$ cat config.mk
export PLATFORM = sky130hd
export DESIGN_NAME = pmod_iic_bridge
export DESIGN_NICKNAME = d
export VERILOG_FILES = /design/src/rtl/pmod_iic_bridge.sv
export SDC_FILE = /design/constraint.sdc
export NUM_CORES = 1
export LEC_CHECK = 0
export BUFFER_PORTS_ARGS = -buffer_cell sky130_fd_sc_hd__buf_2
export CORE_UTILIZATION = 49
export CTS_CLUSTER_SIZE = 24
export DETAILED_ROUTE_END_ITERATION = 10
export PLACE_DENSITY = 0.77
export RECOVER_POWER = 25
export SYNTH_ARGS = -nofsm -noshare
export SYNTH_HDL_FRONTEND = slang
export SYNTH_SLANG_ARGS = --single-unit
$ cat constraint.sdc
create_clock -name clk -period 1.5 [get_ports clk]
set_input_delay 0.075 -clock clk [delete_from_list [all_inputs] [get_ports clk]]
set_output_delay 0.075 -clock clk [all_outputs]
set_load 0.02 [all_outputs]
$ cat src/rtl/pmod_iic_bridge.sv
// PMOD pad bridge for an IIC master: glitch-filtered SCL/SDA inputs, START/STOP
// detection, and a 9-clock bus recovery sequence that ends with a STOP.
//
// state  | meaning
// IDLE   | master owns the pads, waiting for recover_req
// CLK_LO | recovery: SCL driven low, SDA released
// CLK_HI | recovery: SCL released, half-period held while a slave stretches
// STP_A  | STOP setup: SCL low, SDA low
// STP_B  | STOP setup: SCL released, SDA low
// STP_C  | STOP: both released
module pmod_iic_bridge #(
    parameter int FILTER_LEN  = 4,
    parameter int SCL_IDX     = 2,
    parameter int SDA_IDX     = 3,
    parameter int RECOVER_DIV = 250
) (
    input  logic       clk,
    input  logic       resetn,
    input  logic [7:0] pin_i,
    output logic [7:0] pin_o,
    output logic [7:0] pin_t,
    output logic       scl_i,
    input  logic       scl_o,
    input  logic       scl_t,
    output logic       sda_i,
    input  logic       sda_o,
    input  logic       sda_t,
    input  logic       recover_req,
    output logic       recover_busy,
    output logic       recover_done,
    output logic       bus_busy,
    output logic       start_det,
    output logic       stop_det
);

    localparam int               TMR_W     = $clog2(RECOVER_DIV);
    localparam logic [TMR_W-1:0] TMR_LOAD  = TMR_W'(RECOVER_DIV - 1);
    localparam logic [TMR_W-1:0] TMR_ONE   = TMR_W'(1);
    localparam logic [3:0]       FLT_LAST  = 4'(FILTER_LEN - 1);
    localparam logic [3:0]       PULSE_MAX = 4'd9;

    typedef enum logic [2:0] {IDLE, CLK_LO, CLK_HI, STP_A, STP_B, STP_C} state_t;

    state_t           state, state_nxt;
    logic [TMR_W-1:0] tmr, tmr_nxt;
    logic [3:0]       pulse_cnt, pulse_cnt_nxt;
    logic             done_nxt;
    logic             drv_scl_low, drv_sda_low;

    // channel 0 = SCL, channel 1 = SDA
    logic [1:0] pad_raw, sync_a, sync_b, filt;
    logic [3:0] flt_cnt [2];
    logic       scl_f, sda_f, scl_q, sda_q;
    logic       start_cond, stop_cond;
    logic       pins_unused;

    assign pad_raw     = {pin_i[SDA_IDX], pin_i[SCL_IDX]};
    assign pins_unused = ^pin_i;
    assign scl_f       = filt[0];
    assign sda_f       = filt[1];
    assign scl_i       = scl_f;
    assign sda_i       = sda_f;

    always_ff @(posedge clk) begin
        if (!resetn) begin
            sync_a <= 2'b11;
            sync_b <= 2'b11;
            filt   <= 2'b11;
            for (int i = 0; i < 2; i++) flt_cnt[i] <= '0;
        end else begin
            sync_a <= pad_raw;
            sync_b <= sync_a;
            for (int i = 0; i < 2; i++) begin
                // level flips only after FILTER_LEN disagreeing samples in a row
                if (sync_b[i] != filt[i]) begin
                    if (flt_cnt[i] == FLT_LAST) begin
                        filt[i]    <= sync_b[i];
                        flt_cnt[i] <= '0;
                    end else begin
                        flt_cnt[i] <= flt_cnt[i] + 4'd1;
                    end
                end else begin
                    flt_cnt[i] <= '0;
                end
            end
        end
    end

    assign start_cond = scl_q & scl_f & sda_q & ~sda_f;
    assign stop_cond  = scl_q & scl_f & ~sda_q & sda_f;

    always_ff @(posedge clk) begin
        if (!resetn) begin
            scl_q        <= 1'b1;
            sda_q        <= 1'b1;
            start_det    <= 1'b0;
            stop_det     <= 1'b0;
            bus_busy     <= 1'b0;
            recover_done <= 1'b0;
        end else begin
            scl_q        <= scl_f;
            sda_q        <= sda_f;
            start_det    <= start_cond;
            stop_det     <= stop_cond;
            recover_done <= done_nxt;
            if (done_nxt)        bus_busy <= 1'b0;
            else if (start_cond) bus_busy <= 1'b1;
            else if (stop_cond)  bus_busy <= 1'b0;
        end
    end

    always_ff @(posedge clk) begin
        if (!resetn) begin
            state     <= IDLE;
            tmr       <= '0;
            pulse_cnt <= '0;
        end else begin
            state     <= state_nxt;
            tmr       <= tmr_nxt;
            pulse_cnt <= pulse_cnt_nxt;
        end
    end

    always_comb begin
        state_nxt     = state;
        tmr_nxt       = tmr;
        pulse_cnt_nxt = pulse_cnt;
        done_nxt      = 1'b0;
        drv_scl_low   = 1'b0;
        drv_sda_low   = 1'b0;
        case (state)
            IDLE: begin
                if (recover_req) begin
                    state_nxt     = CLK_LO;
                    tmr_nxt       = TMR_LOAD;
                    pulse_cnt_nxt = '0;
                end
            end
            CLK_LO: begin
                drv_scl_low = 1'b1;
                if (tmr == '0) begin
                    state_nxt     = CLK_HI;
                    tmr_nxt       = TMR_LOAD;
                    pulse_cnt_nxt = pulse_cnt + 4'd1;
                end else begin
                    tmr_nxt = tmr - TMR_ONE;
                end
            end
            CLK_HI: begin
                // a slave holding SCL low freezes the high half-period
                if (scl_f) begin
                    if (tmr == '0) begin
                        tmr_nxt   = TMR_LOAD;
                        state_nxt = (sda_f || pulse_cnt == PULSE_MAX) ? STP_A : CLK_LO;
                    end else begin
                        tmr_nxt = tmr - TMR_ONE;
                    end
                end
            end
            STP_A: begin
                drv_scl_low = 1'b1;
                drv_sda_low = 1'b1;
                if (tmr == '0) begin
                    state_nxt = STP_B;
                    tmr_nxt   = TMR_LOAD;
                end else begin
                    tmr_nxt = tmr - TMR_ONE;
                end
            end
            STP_B: begin
                drv_sda_low = 1'b1;
                if (tmr == '0) begin
                    state_nxt = STP_C;
                    tmr_nxt   = TMR_LOAD;
                end else begin
                    tmr_nxt = tmr - TMR_ONE;
                end
            end
            STP_C: begin
                if (tmr == '0) begin
                    state_nxt     = IDLE;
                    pulse_cnt_nxt = '0;
                    done_nxt      = 1'b1;
                end else begin
                    tmr_nxt = tmr - TMR_ONE;
                end
            end
            default: begin
                state_nxt = IDLE;
                tmr_nxt   = '0;
            end
        endcase
    end

    assign recover_busy = (state != IDLE);

    always_comb begin
        pin_o = '0;
        pin_t = '1;
        if (state == IDLE) begin
            pin_o[SCL_IDX] = scl_o;
            pin_t[SCL_IDX] = scl_t;
            pin_o[SDA_IDX] = sda_o;
            pin_t[SDA_IDX] = sda_t;
        end else begin
            pin_t[SCL_IDX] = ~drv_scl_low;
            pin_t[SDA_IDX] = ~drv_sda_low;
        end
    end

endmodule

==> summary.txt <==
Global routing
  – Via count of the first global-routing pass: around 1500
  – Overall global routing resource usage: around a fifth
  – Global-route wire length before repair: around 6500 µm
  – Total congestion overflow: 0
  – Maximum number of pins on one net before global-route repair: 29
  – Number of antenna violations at the first check in global routing: 0

Power and ir drop
  – Static power due to leakage: roughly 1.1 nW
  – Switching portion of total power: 32.7%
  – Peak supply drop: roughly 0.00054 V
  – Switching pwr: ~990 µW
  – Logic gate share of total power: roughly a third
  – Register share of total power: between 30% and 40%
  – Power per unit of standard cell area: around 1200 nW/µm²
  – Pint: just over 2 mW
  – Post-layout power: roughly 3.0 mW
  – Clock Power Share: 29.2%

Job
  – Max-cap check violation count: 0

Synthesis
  – Share of Yosys cell area claimed by the top area cell type: 27.9%
  – Flip-flop and latch count after synthesis: 35
  – Number of distinct standard cells referenced by the synthesized netlist: 55
  – Dominant register cell in the synthesized netlist: sky130_fd_sc_hd__dfxtp_1
  – Synthesized instance count: 219
  – Yosys Warn Count: 0
  – Largest cells by area after synthesis: sky130_fd_sc_hd__dfxtp_1, sky130_fd_sc_hd__edfxtp_1, sky130_fd_sc_hd__buf_4
  – Most frequent cells after synthesis: sky130_fd_sc_hd__dfxtp_1, sky130_fd_sc_hd__nor2_1, sky130_fd_sc_hd__nand2_1, sky130_fd_sc_hd__nand3_1, sky130_fd_sc_hd__buf_4
  – Sequential area share after synthesis: a little over 40%
  – Summed instance area of the synthesized netlist: roughly 1900 µm²
  – Post-synthesis average cell area: between 8 and 9 µm²
  – Number of enable flip-flop cells after synthesis: 8
  – Library cell with the largest summed area after synthesis: sky130_fd_sc_hd__dfxtp_1
  – Most used standard cell by instance count after synthesis: sky130_fd_sc_hd__dfxtp_1
  – Fraction of registers with async set or reset after synthesis: 0%

STA
  – Final cycle utilization of the critical path: 108%
  – Sum of negative setup slack: -0.956 ns
  – Max Freq: between 600 and 700 MHz
  – Total count of max-transition violations in the final report: 0
  – Hold violation count in the final report: 0
  – Final worst hold slack: roughly 0.22 ns
  – Count of endpoints failing setup in the final report: 14
  – Final critical path time including I/O delays and setup: approximately 1.6 ns
  – RSZ-0062 raised after global routing: yes
  – Worst Clk Skew: approximately 0.0026 ns
  – Setup slack after layout: -0.115 ns

Routing
  – Routed length per instance: 13.4 µm
  – Residual DRC count: 0
  – DR vias/cell: ~5.2
  – Routed WL: 4380 µm
  – DRT iter0 DRCs: between 100 and 150
  – Antenna-violating nets left: 0
  – Vias after detailed routing: around 1700
  – Number of search-and-repair iterations in the first detailed-routing pass: 4

Final layout
  – Count of fill cells added during filler insertion: ~270
  – Number of nets in the layout: between 200 and 300
  – Synth-to-Final Area Change: 33.6%
  – Share of post-route cells with drive strength above 1: between 30% and 40%
  – Post-layout util: between 60% and 70%
  – Diode count: 0

Placed design
  – Port-buffer cells: 19
  – Final GP Congestion: approximately 0.8
  – HPWL reported at the end of detailed placement: ~2700 µm
  – Pre-CTS worst setup slack: -0.0997 ns

CTS
  – TritonCTS Buffers: 5
  – Buffer depth of the longest clock path: 2
  – Count of H-tree levels built during CTS: 2
  – Clock tree from TritonCTS: built
  – Clock Sinks: 35
  – Clock slew seen by the registers of the worst setup and hold paths: 0.08 ns
  – CTS Root Buffer Type: sky130_fd_sc_hd__clkbuf_8
  – Clock network latency to the later pin of the worst-skew pair: around 0.3 ns

Floorplan
  – Width of the die: around 65 µm
  – Core area: ~3700 µm²
  – Die Footprint: between 4000 and 5000 µm²
  – Boundary pin count: 38
  – Height of the die: 64.9 µm
  – Number of rows in the core area: 22
  – Initial Util: between 50% and 60%

Worst setup path
  – Critical Path Source Type: flip-flop
  – Source of the worst register-to-register timing path: filt[0]
  – Critical path capture point type: flip-flop
  – Largest fanout on the critical path: 6
  – Category of the critical setup timing path: reg -> reg
  – Required @ worst endpoint: 1.72 ns
  – Endpoint arrival time on the critical path: about 1.8 ns
  – Worst setup startpoint: filt[0]

Status
  – Status: finished, violations left
  – Violated checks: setup timing

Hold path
  – Launch point of the worst hold path: resetn
  – Class of the most critical hold timing path: in -> reg
==> per-layer routing <==
metal | routed length (µm) | vias up | GRT usage (%)
met5 | 0 | - | 0
met4 | 80 | 0 | 10.6
met3 | 205 | 9 | 5.63
met2 | 2160 | 45 | 32.2
met1 | 1930 | 805 | 25.0
li1 | - | 852 | -
==> timing repair <==
action	CTS	global route
resized for setup	12	16
endpoints found under the setup margin	18	19
hold endpoints to repair	2	0
gates cloned	0	1
buffers inserted	1	5
hold buffers	2	0
pin swaps	5	10
==> cell usage in the layout (no fill, tap or decap), types with 3 or more instances in the layout <==
master	count
sky130_fd_sc_hd__nand3_1	12
sky130_fd_sc_hd__conb_1	20
sky130_fd_sc_hd__edfxtp_1	8
sky130_fd_sc_hd__and2_1	6
sky130_fd_sc_hd__dfxtp_1	22
sky130_fd_sc_hd__a31oi_1	4
sky130_fd_sc_hd__nand2b_1	8
sky130_fd_sc_hd__nand3b_1	4
sky130_fd_sc_hd__nand3_2	3
sky130_fd_sc_hd__o21ai_0	6
sky130_fd_sc_hd__clkbuf_8	5
sky130_fd_sc_hd__nor2b_1	4
sky130_fd_sc_hd__o21ai_1	3
sky130_fd_sc_hd__xor2_1	6
sky130_fd_sc_hd__buf_2	18
sky130_fd_sc_hd__buf_4	30
sky130_fd_sc_hd__xnor2_1	3
sky130_fd_sc_hd__dfxtp_2	3
sky130_fd_sc_hd__inv_2	3
sky130_fd_sc_hd__o21a_1	3
sky130_fd_sc_hd__a21oi_1	3
sky130_fd_sc_hd__nand2_1	14
sky130_fd_sc_hd__inv_1	7
sky130_fd_sc_hd__ha_1	4
sky130_fd_sc_hd__nor2_1	21
sky130_fd_sc_hd__a21boi_2	3
==> per-stage QoR <==
step | cells | cell area [µm²]
floorplan | 237 | 2030
global placement | 309 | 2260
detailed placement | 309 | 2260
CTS | 320 | 2470
global route | 326 | 2590
finish | 326 | 2590
==> critical path, stage by stage (launching register included) <==
cell	delay, ns
sky130_fd_sc_hd__dfxtp_1	0.36
sky130_fd_sc_hd__clkbuf_1	0.26
sky130_fd_sc_hd__nor2_1	0.10
sky130_fd_sc_hd__a21oi_1	0.32
sky130_fd_sc_hd__nand3_2	0.16
sky130_fd_sc_hd__buf_4	0.17
sky130_fd_sc_hd__o22ai_1	0.17
==> final timing paths <==
path,endpoint,cells after the start,slack (ns)
max,tmr[4],6,-0.12
min,scl_q,3,0.22
max reg2reg,tmr[4],6,-0.12
min reg2reg,sync_b[1],1,0.42
==> state kept, by name (all words and copies together) (netlist names) <==
name,flops
recover_done,1
sda_q,1
filt,2
stop_det,1
tmr,8
state,3
bus_busy,1
flt_cnt,8
sync_b,2
pulse_cnt,4
scl_q,1
sync_a,2
start_det,1
==> power groups by stage <==
stage / clock network [mW] / registers (mW) / logic, mW
6_report: 0.889 / 1.13 / 1.03
3_5_place_dp: 0 / 1.14 / 0.799
3_3_place_gp: 0 / 1.14 / 0.785
2_1_floorplan: 0 / 1.14 / 0.542
5_1_grt: 0.936 / 1.13 / 1.12
4_1_cts: 0.903 / 1.12 / 0.887
==> cell type report <==
type	count	area [µm²]	share of cell area, %
multi-input cells	170	1170	45.3
inverters	10	37.5	1.45
repair buffers	55	410	15.9
well taps	48	60.1	2.32
clock buffers	5	68.8	2.66
flip-flops and latches	35	792	30.6
clock inverters	3	47.5	1.84
==> cell families after synthesis <==
logic type,count (synthesis),share of synthesized area [%]
muxes,2,1.03
DFF,35,40.3
xor gates and xnor gates,9,4.07
AOI/OAI and AO/OA,40,14.8
other,2,0.387
adders and majority gates,5,3.23
buffers and inverters,32,8.72
and+or+nand+nor,94,27.4
(Power assumes the default switching activity.)
